==> config.mk <==
export PLATFORM = sky130hd
export DESIGN_NAME = rename_reg_file_flat
export DESIGN_NICKNAME = d
export VERILOG_FILES = /design/src/rtl/rename_reg_file_pkg.sv /design/src/rtl/rename_reg_file_if.sv /design/src/rtl/rename_reg_file_entry.sv /design/src/rtl/rename_reg_file.sv /design/src/flat_wrapper.sv
export SDC_FILE = /design/constraint.sdc
export NUM_CORES = 1
export LEC_CHECK = 0
export CAP_MARGIN = 5
export CORE_MARGIN = 5
export CORE_UTILIZATION = 65
export CTS_BUF_LIST = sky130_fd_sc_hd__clkbuf_8
export DETAILED_ROUTE_END_ITERATION = 7
export PLACE_DENSITY = 0.84
export SETUP_SLACK_MARGIN = 0.2
export SLEW_MARGIN = 10
export SYNTH_ARGS = -nofsm -noshare
export SYNTH_HDL_FRONTEND = slang
export SYNTH_SLANG_ARGS = --single-unit
==> constraint.sdc <==
create_clock -name clk -period 6.3 [get_ports clk]
set_clock_uncertainty 0.1 [all_clocks]
set_input_delay 1.26 -clock clk [delete_from_list [all_inputs] [get_ports clk]]
set_output_delay 1.26 -clock clk [all_outputs]
set_load 0.01 [all_outputs]
==> src/rtl/rename_reg_file_pkg.sv <==
// Shared types for the rename register file: the common-data-bus entry and index/tag widths.
package rename_reg_file_pkg;

    localparam int REG_WIDTH = 4;
    localparam int ROB_WIDTH = 4;
    localparam int DATA_W    = 32;

    typedef struct packed {
        logic                 valid;
        logic [ROB_WIDTH-1:0] tag;
        logic [DATA_W-1:0]    data;
    } cdb_t;

endpackage

==> src/rtl/rename_reg_file_if.sv <==
// Issue/commit/read bundle between decode, ROB and the rename register file.
interface rename_reg_file_if
    import rename_reg_file_pkg::*;
#(
    parameter int N_READ   = 2,
    parameter int N_COMMIT = 1
);
    logic [N_READ-1:0][REG_WIDTH-1:0]   read_reg;
    cdb_t [N_READ-1:0]                  read;
    logic                               issue;
    logic [REG_WIDTH-1:0]               issue_reg;
    logic [ROB_WIDTH-1:0]               issue_tag;
    logic [N_COMMIT-1:0]                commit;
    logic [N_COMMIT-1:0][ROB_WIDTH-1:0] commit_tag;
    logic [N_COMMIT-1:0][DATA_W-1:0]    commit_data;
    logic                               flush;

    modport master (
        output read_reg, issue, issue_reg, issue_tag,
               commit, commit_tag, commit_data, flush,
        input  read
    );

    modport slave (
        input  read_reg, issue, issue_reg, issue_tag,
               commit, commit_tag, commit_data, flush,
        output read
    );
endinterface

==> src/rtl/rename_reg_file_entry.sv <==
// One architectural register: value plus rename tag, updated by issue, commit and flush.
module rename_reg_entry
    import rename_reg_file_pkg::*;
#(
    parameter int N_COMMIT = 1
) (
    input  logic                               clk,
    input  logic                               reset,
    input  logic                               issue_hit_i,
    input  logic [ROB_WIDTH-1:0]               issue_tag_i,
    input  logic [N_COMMIT-1:0]                commit_i,
    input  logic [N_COMMIT-1:0][ROB_WIDTH-1:0] commit_tag_i,
    input  logic [N_COMMIT-1:0][DATA_W-1:0]    commit_data_i,
    input  logic                               flush_i,
    output cdb_t                               entry_o
);

    cdb_t entry_q;
    cdb_t entry_d;

    always_comb begin
        entry_d = entry_q;
        // Descending scan so the lowest matching port is applied last and wins.
        for (int k = N_COMMIT - 1; k >= 0; k--) begin
            if (commit_i[k] && !entry_q.valid && (entry_q.tag == commit_tag_i[k])) begin
                entry_d.valid = 1'b1;
                entry_d.data  = commit_data_i[k];
            end
        end
        if (flush_i) begin
            entry_d.valid = 1'b1;
        end else if (issue_hit_i) begin
            entry_d.valid = 1'b0;
            entry_d.tag   = issue_tag_i;
        end
    end

    always_ff @(posedge clk) begin
        if (reset) begin
            entry_q <= '{valid: 1'b1, tag: '0, data: '0};
        end else begin
            entry_q <= entry_d;
        end
    end

    assign entry_o = entry_q;

endmodule

==> src/rtl/rename_reg_file.sv <==
// Rename register file: per-register entries, issue decode and combinational read muxes.
// Optional COMMIT_BYPASS_EN forwards same-cycle commits onto pending reads.
module rename_reg_file
    import rename_reg_file_pkg::*;
#(
    parameter int N_READ   = 2,
    parameter int N_COMMIT = 1
) (
    input logic               clk,
    input logic               reset,
    rename_reg_file_if.slave  bus
);

    localparam int N_REGS = 2 ** REG_WIDTH;

    cdb_t               entries [N_REGS];
    logic [N_REGS-1:0]  issue_hit;
    cdb_t [N_READ-1:0]  rd;

    for (genvar r = 0; r < N_REGS; r++) begin : g_reg
        assign issue_hit[r] = bus.issue && (bus.issue_reg == REG_WIDTH'(r));

        rename_reg_entry #(
            .N_COMMIT (N_COMMIT)
        ) u_entry (
            .clk           (clk),
            .reset         (reset),
            .issue_hit_i   (issue_hit[r]),
            .issue_tag_i   (bus.issue_tag),
            .commit_i      (bus.commit),
            .commit_tag_i  (bus.commit_tag),
            .commit_data_i (bus.commit_data),
            .flush_i       (bus.flush),
            .entry_o       (entries[r])
        );
    end

    always_comb begin
        for (int p = 0; p < N_READ; p++) begin
            rd[p] = entries[bus.read_reg[p]];
`ifdef COMMIT_BYPASS_EN
            if (!entries[bus.read_reg[p]].valid) begin
                for (int k = N_COMMIT - 1; k >= 0; k--) begin
                    if (bus.commit[k] && (entries[bus.read_reg[p]].tag == bus.commit_tag[k])) begin
                        rd[p].valid = 1'b1;
                        rd[p].data  = bus.commit_data[k];
                    end
                end
            end
`endif
        end
    end

    assign bus.read = rd;

endmodule

==> src/flat_wrapper.sv <==
// flat-port wrapper written by rule: the top's interface ports become plain ports
module rename_reg_file_flat import rename_reg_file_pkg::*;
#(
    parameter int N_READ   = 2,
    parameter int N_COMMIT = 1
)
  (clk, reset, bus_read_reg, bus_issue, bus_issue_reg, bus_issue_tag, bus_commit, bus_commit_tag, bus_commit_data, bus_flush, bus_read);
  rename_reg_file_if #(.N_READ(N_READ), .N_COMMIT(N_COMMIT)) bus_i ();
  input logic clk;
  input logic reset;
  input wire logic [$bits(bus_i.read_reg)-1:0] bus_read_reg;
  input wire logic [$bits(bus_i.issue)-1:0] bus_issue;
  input wire logic [$bits(bus_i.issue_reg)-1:0] bus_issue_reg;
  input wire logic [$bits(bus_i.issue_tag)-1:0] bus_issue_tag;
  input wire logic [$bits(bus_i.commit)-1:0] bus_commit;
  input wire logic [$bits(bus_i.commit_tag)-1:0] bus_commit_tag;
  input wire logic [$bits(bus_i.commit_data)-1:0] bus_commit_data;
  input wire logic [$bits(bus_i.flush)-1:0] bus_flush;
  output wire logic [$bits(bus_i.read)-1:0] bus_read;
  assign bus_i.read_reg = bus_read_reg;
  assign bus_i.issue = bus_issue;
  assign bus_i.issue_reg = bus_issue_reg;
  assign bus_i.issue_tag = bus_issue_tag;
  assign bus_i.commit = bus_commit;
  assign bus_i.commit_tag = bus_commit_tag;
  assign bus_i.commit_data = bus_commit_data;
  assign bus_i.flush = bus_flush;
  assign bus_read = bus_i.read;
  rename_reg_file #(.N_READ(N_READ), .N_COMMIT(N_COMMIT)) u_core (.clk(clk), .reset(reset), .bus(bus_i));
endmodule
-- Word level (Yosys, flattened, before mapping)
Cells that the tools add are included.
- memory bits (read-only): 0
- latch bits: 0
- register bits after elaboration: 592
- memories: 0
- logic and storage cells: 220
- memory bits (writable): 0
- output and inout port bits: 74
- shift-type cells: 0
- div/mod/pow operators: 0
- bitwise gates (word level): 3
- reductions and logical operators: 98
- equal/unequal tests: 31
- multiply operators: 0
- muxes and demuxes: 38
- add/sub/neg operators: 0
- magnitude comparators: 2
- operators with widths (kind ; number):
    37-bit binary-select mux with 4-bit select ; 2
    37-bit two-way mux ; 4
    5-bit two-way mux ; 16
    4-bit equality test ; 16
    1-bit logical AND ; 48
    4-bit equality test, second input constant ; 8
    2-bit AND reduction ; 16
    2-bit nonzero test ; 16
    4-bit by 3-bit equality test with 1-bit output, second input constant ; 4
    1-bit logical NOT ; 16
    1-bit two-way mux ; 16
    5-bit >= comparator, second input constant ; 2
    4-bit NOT with 5-bit output ; 2
    4-bit by 2-bit equality test with 1-bit output, second input constant ; 2
    4-bit by 1-bit equality test with 1-bit output, second input constant ; 1
    4-bit logical NOT ; 1
    2-bit OR reduction ; 1
    1-bit NOT ; 1

-- Depth between registers and ports, before layout
- depth after elaboration: 5
- depth in mapped cells: 9

-- Hierarchy
From an unflattened synthesis, not the netlist that was laid out.
- cells, all modules: 3253
- area, all modules: 35928.2 um^2
- modules (own cells, without submodules) (module ; sequential area each (um^2) ; area an instance (um^2) ; cells an instance ; instances):
    rename_reg_entry ; 740.7 ; 1699.1 ; 163 ; 16
    rename_reg_file ; 0.0 ; 8742.1 ; 645 ; 1

-- Worst setup path before layout
No wires, ideal clock.
- path type: input to output
- start: in bus_read_reg[0]
- end: out bus_read[26]
- data arrival time: 2.751 ns
- path slack: 2.189 ns
- data required time: 4.940 ns
- cell stages on the path: 6
- cell sequence: clkbuf_1 > buf_2 > buf_2 > mux4_2 > a22oi_1 > nand2_1
- longest elaborated chain between the ends: 4
- RTL lines (what ; RTL line ; RTL):
    start: declaration ; flat_wrapper.sv:11 ; input wire logic [$bits(bus_i.read_reg)-1:0] bus_read_reg;
    4-bit NOT with 5-bit output (implied by the code) ; rename_reg_file.sv:40 ; rd[p] = entries[bus.read_reg[p]];
    37-bit binary-select mux with 4-bit select ; rename_reg_file.sv:40 ;
    37-bit two-way mux (implied by the code) (2 in series) ; rename_reg_file.sv:40 ;
    end: declaration ; flat_wrapper.sv:19 ; output wire logic [$bits(bus_i.read)-1:0] bus_read;
Every way passes these cells. The select of a mux whose other input is x is not followed.

-- Final worst setup path
- start: in bus_read_reg[2]
- end: out bus_read[17]
Same word-level chain as after synthesis.

==> out/qor.csv <==
metric;value;unit
status;complete, no violations;
Warnings, synthesis;0;
Synth Area in Adders;0;%
DRT iter0 DRCs;2795;
Synth Register Bits;592;
H-Tree Depth;3;
vias in the first global route;24730;
Data arrival, critical path;3.94;ns
clk buf depth;3;
post-CTS setup buffer count;0;
Starting Density;65.60;%
Max-Cap Viols;0;
Area Growth Syn to Fin;10.62;%
port bufs;130;
Post-Syn Instances;2858;
area share of the leading cell type in the synthesized netlist;36.90;%
area of the mapped netlist;32110;µm²
R2R setup slack;3.34;ns
syn_area_per_cell;11.24;µm²
Top Ports;131;
GRT Util Overall;33.12;%
Slowest cell on crit path;nor2b_4;
r2r startpoint;u_core.g_reg[14].u_entry.entry_o[33];
Synth Area in Compound Gates;5.540;%
crit-path cells;clkdlybuf4s50_1 -> nor2b_4 -> buf_4 -> a22oi_1 -> nand2_1 -> clkdlybuf4s50_1;
Crit path max-delay family;buffers and inverters;
first-pass iteration count of the detailed router;6;
Cell Pwr Density;222.6;nW/µm²
WHS Path Cells;2;
Min Hold Slack;0.3850;ns
Hold Crit Class;reg2reg;
Crit path required time;4.94;ns
share of layout cells above drive strength 1;18.85;%
Pleak;15.54;nW
most common cell after layout, fill and taps aside;dfxtp_1;
max FFs per register;592;
Clk pin slew, worst setup/hold paths;0.06;ns
RD Place Congestion;0.9478;
hold_sp;u_core.g_reg[11].u_entry.entry_o[27];
CTS Sinks;592;
achievable frequency;188.6;MHz
Setup Viol. Count Final;0;
Final Cell Area;35530;µm²
total die area;53950;µm²
Pins Over Slew Limit;0;
Cell Area, Placed;33400;µm²
post-cts sizing count;0;
post-route ant nets;0;
critical path launch point type;input pin;
syn_nets;2915;
mux cell area share after synthesis;37.47;%
synth top area cells;dfxtp_1 (37%), mux4_2 (21%), mux2i_1 (17%);
fin crit period;5.304;ns
CP endpoint kind;output port;
area leader, netlist;dfxtp_1;
initial antenna violation count;0;
Die X;232.3;µm
crit-path most repeated cell;clkdlybuf4s50_1;
Post-synth EDFFs;0;
Min-Delay Endpoint;u_core.g_reg[11].u_entry.entry_o[27];
worst-case headroom to the max-slew limit;13.65;%
crit path kind;in2out;
Synth Area in Simple Gates;14.27;%
final hold vios;0;
Seq/Total Area, Yosys;36.90;%
Worst VDD drop;0.1536;mV
final core occ;72.57;%
WL/cell;25.37;µm
# hold bufs at CTS;0;
CP max stage delay;0.71;ns
Tcrit/Tclk final;84.18;%
Vias/cell;6.701;
Clock Latency Late Sink;0.71;ns
Unique masters post-synth;42;
setup ws final;0.9964;ns
Buf+Inv Stages, Crit Path;3;
first-pass GRT wire length;140.4;mm
most frequent cells in the layout;dfxtp_1 (592), nand2b_1 (544), mux2i_1 (536);
Placed Instances;3389;
CTS tree;yes;
xor and xnor area share after synthesis;0.6000;%
slew at the pin closest to its max-slew limit;1.288;ns
Worst R2R Path Depth;5;
RSZ-0062 raised after global routing;no;
Final Non-Filler Cells;3571;
Num CTS Buffers;98;
main combinational cell family by area after synthesis;multiplexers;
Via Count;23930;
setup TNS;0;ns
core area;48950;µm²
final WL;90.61;mm
# diodes;0;
NumNets Final;2882;
Total Power;7.906;mW
Chip Height;232.3;µm
pin count of the biggest net entering global routing;214;
Worst Path Max Fanout;21;
Critical R2R Capture;u_core.g_reg[14].u_entry.entry_o[15];
ys async rst share;0;%
# rows;81;
worst slack at placement;1.064;ns
Main synth FF type;dfxtp_1;
Clock Root Buffer;clkbuf_8;
grt ovf;0;
DPL Wire Length;53.32;mm
DRC;0;
worst reg2reg max path: stages (launching register included):
cell,delay [ns]
dfxtp_1,0.45
inv_1,0.07
a222oi_1,0.31
nand4b_1,1.04
buf_4,0.65
mux2i_1,0.18
worst max path at each step:
stage                    start      endpoint  slack (ns)  cells after the start
2_1_floorplan  bus_read_reg[0]  bus_read[26]        2.19                      6
3_3_place_gp   bus_read_reg[2]  bus_read[17]        1.12                      6
3_5_place_dp   bus_read_reg[2]  bus_read[17]        1.06                      6
4_1_cts        bus_read_reg[2]  bus_read[17]        1.05                      6
5_1_grt        bus_read_reg[2]  bus_read[17]        0.98                      6
6_report       bus_read_reg[2]  bus_read[17]         1.0                      6
metal layers:
layer  track usage [%]  part of all wire, %
met5                 0                    0
met4             13.77                  4.3
met3             7.679                  9.6
met2             52.94                   47
met1             43.87                   39
cell type report:
class | count | area (µm²)
Timing Repair Buffer | 190 | 1894
Clock buffer | 136 | 1872
Inverter | 44 | 165.2
Tap cell | 664 | 830.8
Fill cell | 3312 | 13430
Multi-Input combinational cell | 1899 | 18660
Clock inverter | 46 | 254.0
Sequential cell | 592 | 11850
cell usage after synthesis, types with 4 or more instances:
cell and instances:
a211oi_1 11, a21oi_1 41, a222oi_1 14, a22oi_1 148, a31oi_1 12, buf_1 22
buf_2 53, buf_4 36, buf_6 13, clkbuf_1 199, dfxtp_1 592, inv_1 42
mux2i_1 536, mux4_2 296, nand2_1 127, nand2b_1 544, nand3_1 42, nand4b_1 10
nor2_1 43, nor2b_1 6, o21ai_0 4, o22ai_1 12, xnor2_1 15, xor2_1 7
logic make-up (layout without fill, tap and decap cells):
family          after synthesis  in the layout
flops                       592            592
compound gates              250            250
buf+inv                     367            416
xor+xnor                     22             22
mux                         832            832
simple gates                795            795
report_power, final:
part | switching [mW] | internal, mW
registers | 0.00588 | 3.75
clock network | 1.63 | 1.97
logic | 0.340 | 0.217
Note: power is estimated with default switching activity, not from simulation.
